File: src/rtl/flash_sample_streamer.sv
// Avalon-MM flash reader that splits each DATA_W word into SAMPLE_W samples served one per request.
// Optional FLASH_PREFETCH_EN adds a second word buffer so word boundaries do not stall the consumer.
module flash_sample_streamer #(
    parameter int unsigned        DATA_W     = 32,
    parameter int unsigned        SAMPLE_W   = 16,
    parameter int unsigned        ADDR_W     = 23,
    parameter logic [ADDR_W-1:0]  START_ADDR = '0,
    parameter logic [ADDR_W-1:0]  END_ADDR   = ADDR_W'('h7FFFF)
) (
    input  logic                  clk,
    input  logic                  reset,
    input  logic                  start,
    input  logic                  stop,
    input  logic                  restart,
    input  logic                  direction,
    input  logic                  sample_req,
    output logic [SAMPLE_W-1:0]   sample_out,
    output logic                  sample_valid,
    output logic [ADDR_W-1:0]     flash_mem_address,
    output logic                  flash_mem_read,
    output logic [DATA_W/8-1:0]   flash_mem_byteenable,
    input  logic                  flash_mem_waitrequest,
    input  logic [DATA_W-1:0]     flash_mem_readdata,
    input  logic                  flash_mem_readdatavalid,
    output logic                  busy,
    output logic [2:0]            state_num
);

    localparam int unsigned SPW    = DATA_W / SAMPLE_W;
    localparam int unsigned LANE_W = (SPW > 1) ? $clog2(SPW) : 1;
    localparam int unsigned BE_W   = DATA_W / 8;
    localparam logic [LANE_W-1:0] LANE_HI = LANE_W'(SPW - 1);
`ifdef FLASH_PREFETCH_EN
    localparam bit PF_EN = 1'b1;
`else
    localparam bit PF_EN = 1'b0;
`endif

    typedef enum logic [2:0] {
        S_IDLE  = 3'd0,
        S_REQ   = 3'd1,
        S_WAIT  = 3'd2,
        S_HOLD  = 3'd3,
        S_DRAIN = 3'd4
    } state_t;

    typedef enum logic [1:0] {PF_NONE, PF_REQ, PF_WAIT, PF_FULL} pf_t;

    function automatic logic [ADDR_W-1:0] step_addr(input logic [ADDR_W-1:0] a, input logic bwd);
        if (!bwd) return (a == END_ADDR) ? START_ADDR : a + ADDR_W'(1);
        return (a == START_ADDR) ? END_ADDR : a - ADDR_W'(1);
    endfunction

    function automatic logic [LANE_W-1:0] first_lane(input logic bwd);
        return bwd ? LANE_HI : '0;
    endfunction

    function automatic logic [LANE_W-1:0] last_lane(input logic bwd);
        return bwd ? '0 : LANE_HI;
    endfunction

    state_t              state_q, state_d;
    pf_t                 pf_st_q, pf_st_d;
    logic [ADDR_W-1:0]   addr_q, addr_d;
    logic                read_q, read_d;
    logic [BE_W-1:0]     be_q, be_d;
    logic                sv_q, sv_d;
    logic [SAMPLE_W-1:0] so_q, so_d;
    logic                busy_q, busy_d;
    logic [DATA_W-1:0]   word_q, word_d;
    logic [DATA_W-1:0]   pf_buf_q, pf_buf_d;
    logic [LANE_W-1:0]   lane_q, lane_d;
    logic                dir_q, dir_d;
    logic                pend_q, pend_d;
    logic                stop_seen_q, stop_seen_d;
    logic                empty_q, empty_d;

    logic [DATA_W-1:0]   cur_word;
    logic [LANE_W-1:0]   cur_lane;
    logic                cur_dir;
    logic                can_serve;
    logic                serve_req;

    always_comb begin
        state_d     = state_q;
        pf_st_d     = pf_st_q;
        addr_d      = addr_q;
        read_d      = read_q;
        sv_d        = 1'b0;
        so_d        = so_q;
        word_d      = word_q;
        pf_buf_d    = pf_buf_q;
        lane_d      = lane_q;
        dir_d       = dir_q;
        pend_d      = pend_q;
        stop_seen_d = stop_seen_q;
        empty_d     = empty_q;
        cur_word    = word_q;
        cur_lane    = lane_q;
        cur_dir     = dir_q;
        can_serve   = !empty_q;
        serve_req   = sample_req || pend_q;

        if (state_q != S_HOLD && sample_req) pend_d = 1'b1;

        case (state_q)
            S_IDLE: begin
                stop_seen_d = 1'b0;
                if (restart) addr_d = direction ? END_ADDR : START_ADDR;
                if (start && !stop) begin
                    state_d = S_REQ;
                    read_d  = 1'b1;
                end
            end
            S_REQ: begin
                if (stop) stop_seen_d = 1'b1;
                if (!flash_mem_waitrequest) begin
                    read_d  = 1'b0;
                    state_d = S_WAIT;
                end
            end
            S_WAIT: begin
                if (stop) stop_seen_d = 1'b1;
                if (flash_mem_readdatavalid) begin
                    word_d  = flash_mem_readdata;
                    dir_d   = direction;
                    lane_d  = first_lane(direction);
                    empty_d = 1'b0;
                    state_d = (stop_seen_q || stop) ? S_DRAIN : S_HOLD;
                end
            end
            S_DRAIN: begin
                stop_seen_d = 1'b0;
                state_d     = S_IDLE;
            end
            S_HOLD: begin
                // Background prefetch progress; an exhausted word may be refilled from it directly.
                if (PF_EN) begin
                    if (pf_st_q == PF_REQ && !flash_mem_waitrequest) begin
                        read_d  = 1'b0;
                        pf_st_d = PF_WAIT;
                    end
                    if (pf_st_q == PF_WAIT && flash_mem_readdatavalid) begin
                        pf_buf_d = flash_mem_readdata;
                        pf_st_d  = PF_FULL;
                    end
                    if (empty_q) begin
                        cur_dir  = direction;
                        cur_lane = first_lane(direction);
                        if (pf_st_q == PF_FULL) begin
                            cur_word  = pf_buf_q;
                            can_serve = 1'b1;
                        end else if (pf_st_q == PF_WAIT && flash_mem_readdatavalid) begin
                            cur_word  = flash_mem_readdata;
                            can_serve = 1'b1;
                        end
                    end
                end

                if (stop) begin
                    // An accepted prefetch read must still complete before going idle.
                    if (PF_EN && pf_st_d == PF_REQ) begin
                        state_d     = S_REQ;
                        stop_seen_d = 1'b1;
                    end else if (PF_EN && pf_st_d == PF_WAIT) begin
                        state_d     = S_WAIT;
                        stop_seen_d = 1'b1;
                    end else begin
                        state_d = S_IDLE;
                        if (!PF_EN || pf_st_q == PF_NONE) addr_d = step_addr(addr_q, dir_q);
                    end
                    pf_st_d = PF_NONE;
                end else if (serve_req && can_serve) begin
                    sv_d    = 1'b1;
                    pend_d  = 1'b0;
                    so_d    = cur_word[SAMPLE_W*int'(cur_lane) +: SAMPLE_W];
                    word_d  = cur_word;
                    dir_d   = cur_dir;
                    empty_d = 1'b0;
                    if (PF_EN && empty_q) pf_st_d = PF_NONE;
                    if (cur_lane == last_lane(cur_dir)) begin
                        if (PF_EN) begin
                            empty_d = 1'b1;
                        end else begin
                            addr_d  = step_addr(addr_q, cur_dir);
                            state_d = S_REQ;
                            read_d  = 1'b1;
                        end
                    end else begin
                        lane_d = cur_dir ? cur_lane - LANE_W'(1) : cur_lane + LANE_W'(1);
                    end
                    if (PF_EN && cur_lane == first_lane(cur_dir)) begin
                        read_d  = 1'b1;
                        addr_d  = step_addr(addr_q, cur_dir);
                        pf_st_d = PF_REQ;
                    end
                end else if (sample_req) begin
                    pend_d = 1'b1;
                end
            end
            default: state_d = S_IDLE;
        endcase

        be_d   = read_d ? '1 : '0;
        busy_d = (state_d != S_IDLE);
    end

    always_ff @(posedge clk) begin
        if (reset) begin
            state_q     <= S_IDLE;
            pf_st_q     <= PF_NONE;
            addr_q      <= START_ADDR;
            read_q      <= 1'b0;
            be_q        <= '0;
            sv_q        <= 1'b0;
            so_q        <= '0;
            busy_q      <= 1'b0;
            word_q      <= '0;
            pf_buf_q    <= '0;
            lane_q      <= '0;
            dir_q       <= 1'b0;
            pend_q      <= 1'b0;
            stop_seen_q <= 1'b0;
            empty_q     <= 1'b1;
        end else begin
            state_q     <= state_d;
            pf_st_q     <= pf_st_d;
            addr_q      <= addr_d;
            read_q      <= read_d;
            be_q        <= be_d;
            sv_q        <= sv_d;
            so_q        <= so_d;
            busy_q      <= busy_d;
            word_q      <= word_d;
            pf_buf_q    <= pf_buf_d;
            lane_q      <= lane_d;
            dir_q       <= dir_d;
            pend_q      <= pend_d;
            stop_seen_q <= stop_seen_d;
            empty_q     <= empty_d;
        end
    end

    assign sample_out           = so_q;
    assign sample_valid         = sv_q;
    assign flash_mem_address    = addr_q;
    assign flash_mem_read       = read_q;
    assign flash_mem_byteenable = be_q;
    assign busy                 = busy_q;
    assign state_num            = state_q;

endmodule

File: config.mk
export PLATFORM = sky130hd
export DESIGN_NAME = flash_sample_streamer
export DESIGN_NICKNAME = d
export VERILOG_FILES = /design/src/rtl/flash_sample_streamer.sv
export SDC_FILE = /design/constraint.sdc
export NUM_CORES = 1
export LEC_CHECK = 0
export ABC_AREA = 1
export CAP_MARGIN = 30
export CORE_UTILIZATION = 40
export CTS_CLUSTER_DIAMETER = 120
export DETAILED_ROUTE_END_ITERATION = 8
export SLEW_MARGIN = 20
export SYNTH_ARGS = -nofsm -noshare
export SYNTH_HDL_FRONTEND = slang
export SYNTH_SLANG_ARGS = --single-unit
File: constraint.sdc
create_clock -name clk -period 2.95 [get_ports clk]
set_clock_uncertainty 0.1 [all_clocks]
set_input_delay 0.295 -clock clk [delete_from_list [all_inputs] [get_ports clk]]
set_output_delay 0.295 -clock clk [all_outputs]
set_load 0.03 [all_outputs]
==> out/metrics.csv <==
metric,value,unit
"commonest cells after routing, fill and taps aside","188 x nand2_1, 146 x nor2_1, 89 x clkdlybuf4s50_1, 84 x o21ai_0, 82 x dfxtp_1",
peak supply drop,268,uV
CP arrival,2.38,ns
Final HPWL DP,11100,um
first-pass GRT wire length,25000,um
worst skew pair latency,0.35,ns
drc violations,0,
"Seq/Total Area, Yosys",0.335,
max_slew headroom,0.582,
Clock Tree Buf Depth,2,
CTS buffer count,9,
Required @ worst endpoint,3.13,ns
WL/cell,15.4,um
CP Launch Type,register,
status,"finished, final reports clean",
diode count,0,
"commonest non-fill, non-tap cell in the layout",nand2_1,
Horiz. Die Dim,113,um
TritonCTS clock tree,done,
Clock Pin Slew Worst Setup and Hold Paths,0.07,ns
sequential cell area,0.00164,mm2
die area,0.0127,mm2
core area,0.0120,mm2
final setup TNS,0,ns
Leak,2.45,nW
hold bufs inserted after CTS,0,
PostCTS Resize Cnt,0,
Syn-to-layout area delta,25.7,%
Slew Limit Fails,0,
post-layout instance count excluding filler cells,1002,
average cell area after synthesis,6.30,um2
initial core utilization,0.410,
vias in the first global route,5143,
worst-path fanout max,11,
fill count,1249,
Total Routing Usage GR,0.249,
multi-input logic area,0.00283,mm2
GRT overflow,0,
RSZ-0062 raised after global routing,false,
max-cap viol count,0,
fin crit share,0.747,
syn nets,822,
final hold viol count,0,
CTS Sinks,82,
largest net degree at the start of global routing,53,
layout cells sized above 1,0.0830,
synthesized cell area,0.00490,mm2
Hold WC Path Type,register to register,
"wirelength, routed",15500,um
row cnt,40,
# IOs,90,
Synth Register Bits,82,
Initial DRC Count,343,
H-tree depth,3,
Period minus WS final,2.20,ns
fin nets,894,
DR vias/cell,5.45,
# placed instances,986,
highest clock rate,0.454,GHz
post-synthesis cell type count,38,
die height,113,um
CP Capture Type,register,
postcts setup bufs,0,
worst-margin pin slew,0.625,ns
Final setup viols,0,
initial antenna violation count,0,
post-route ant nets,0,
critical path class,register to register,
IO buf count,89,
routability cong.,0.948,
drt pass-1 iters,7,
pwr/cell area,479,mW/mm2
synth warn,0,
root buffer cell,clkbuf_16,
vias,5465,
Syn Inst Count,778,
-- sequential cells by signal (all words and copies together) (netlist names), named ones only --
| name | flops |
|---|---|
| stop_seen_q | 1 |
| sample_out | 16 |
| sample_valid | 1 |
| flash_mem_address | 23 |
| cur_lane | 1 |
| empty_q | 1 |
| cur_word | 32 |
| busy | 1 |
| cur_dir | 1 |
| state_num | 3 |
| pend_q | 1 |
-- Yosys cell counts (all sizes together) --
master | count | area [um2]
o21ai | 99 | 529
nand2 | 194 | 753
a22oi | 1 | 7.51
clkinv | 1 | 3.75
nand4 | 14 | 87.6
clkbuf | 15 | 56.3
nand3 | 61 | 323
dfxtp | 82 | 1640
and2 | 1 | 6.26
inv | 58 | 223
buf | 24 | 154
o22ai | 1 | 6.26
a31oi | 17 | 106
nor3 | 5 | 30.0
xor2 | 5 | 43.8
nor2 | 155 | 624
a21oi | 36 | 218
or2 | 1 | 6.26
nor3b | 2 | 15.0
ha | 3 | 37.5
o211ai | 1 | 7.51
xnor2 | 2 | 25.0
-- logic make-up after synthesis --
logic type	after synthesis	share of synthesized area
xor gates and xnor gates	7	0.0140
AOI/OAI and AO/OA	155	0.178
buffers and inverters	98	0.0890
and+or+nand+nor	433	0.376
adders and majority gates	3	0.00765
DFF	82	0.335
-- report_power, final --
group / switching (mW) / total [mW] / internal (mW) / leakage, nW
clock: 0.508 / 1.18 / 0.671 / 0.145
sequential: 0.0530 / 1.19 / 1.14 / 0.665
combinational: 0.363 / 0.582 / 0.219 / 1.64
total: 0.924 / 2.95 / 2.03 / 2.45
-- area by class of cell --
class	count	share of cell area
multi-input cells	598	0.458
clock inverters	7	0.0142
well taps	147	0.0298
flip-flops and latches	82	0.266
inverters	59	0.0367
repair buffers	100	0.158
clock buffers	9	0.0365
-- metrics by stage --
stage	util	area [um2]	worst slack, ns	hold WS (ns)	power (mW)
final	0.515	6160	0.747	0.373	2.95
after floorplan	-	4900	0.999	0.348	1.59
after CTS	0.515	6160	0.780	0.378	2.98
after detailed placement	0.489	5850	0.560	0.364	1.79
after global routing	0.515	6160	0.587	0.395	3.09
after global placement	0.489	5850	0.624	0.360	1.79
-- worst max-delay path, stage by stage, from the launching register on --
cell and delay [ns]:
dfxtp_1 0.41, nor2_1 0.22, nand2_1 0.15, nor2_4 0.18
nand3_1 0.48, nand3_1 0.25, nand2_1 0.07, nand2_1 0.10
nand2_1 0.06, a21oi_1 0.11
-- worst paths after layout --
kind                                                    startpoint                                  to  slack [ns]  cells past startpoint
worst min-delay path                     cur_word[28]$_SDFFE_PP0P_         sample_out[12]$_SDFFE_PP0P_        0.37                      2
worst max-delay path            flash_mem_address[15]$_SDFFE_PP0P_  flash_mem_address[18]$_SDFFE_PP0P_        0.75                      9
worst min register to register           cur_word[28]$_SDFFE_PP0P_         sample_out[12]$_SDFFE_PP0P_        0.37                      2
worst max register to register  flash_mem_address[15]$_SDFFE_PP0P_  flash_mem_address[18]$_SDFFE_PP0P_        0.75                      9
-- metal layers --
metal  wire [um]  part of all wire  track usage
met5           0                 0            0
met4         438             0.028        0.115
met3        1110             0.072       0.0439
met2        7260              0.47        0.420
met1        6660              0.43        0.310
(Power assumes the default switching activity.)
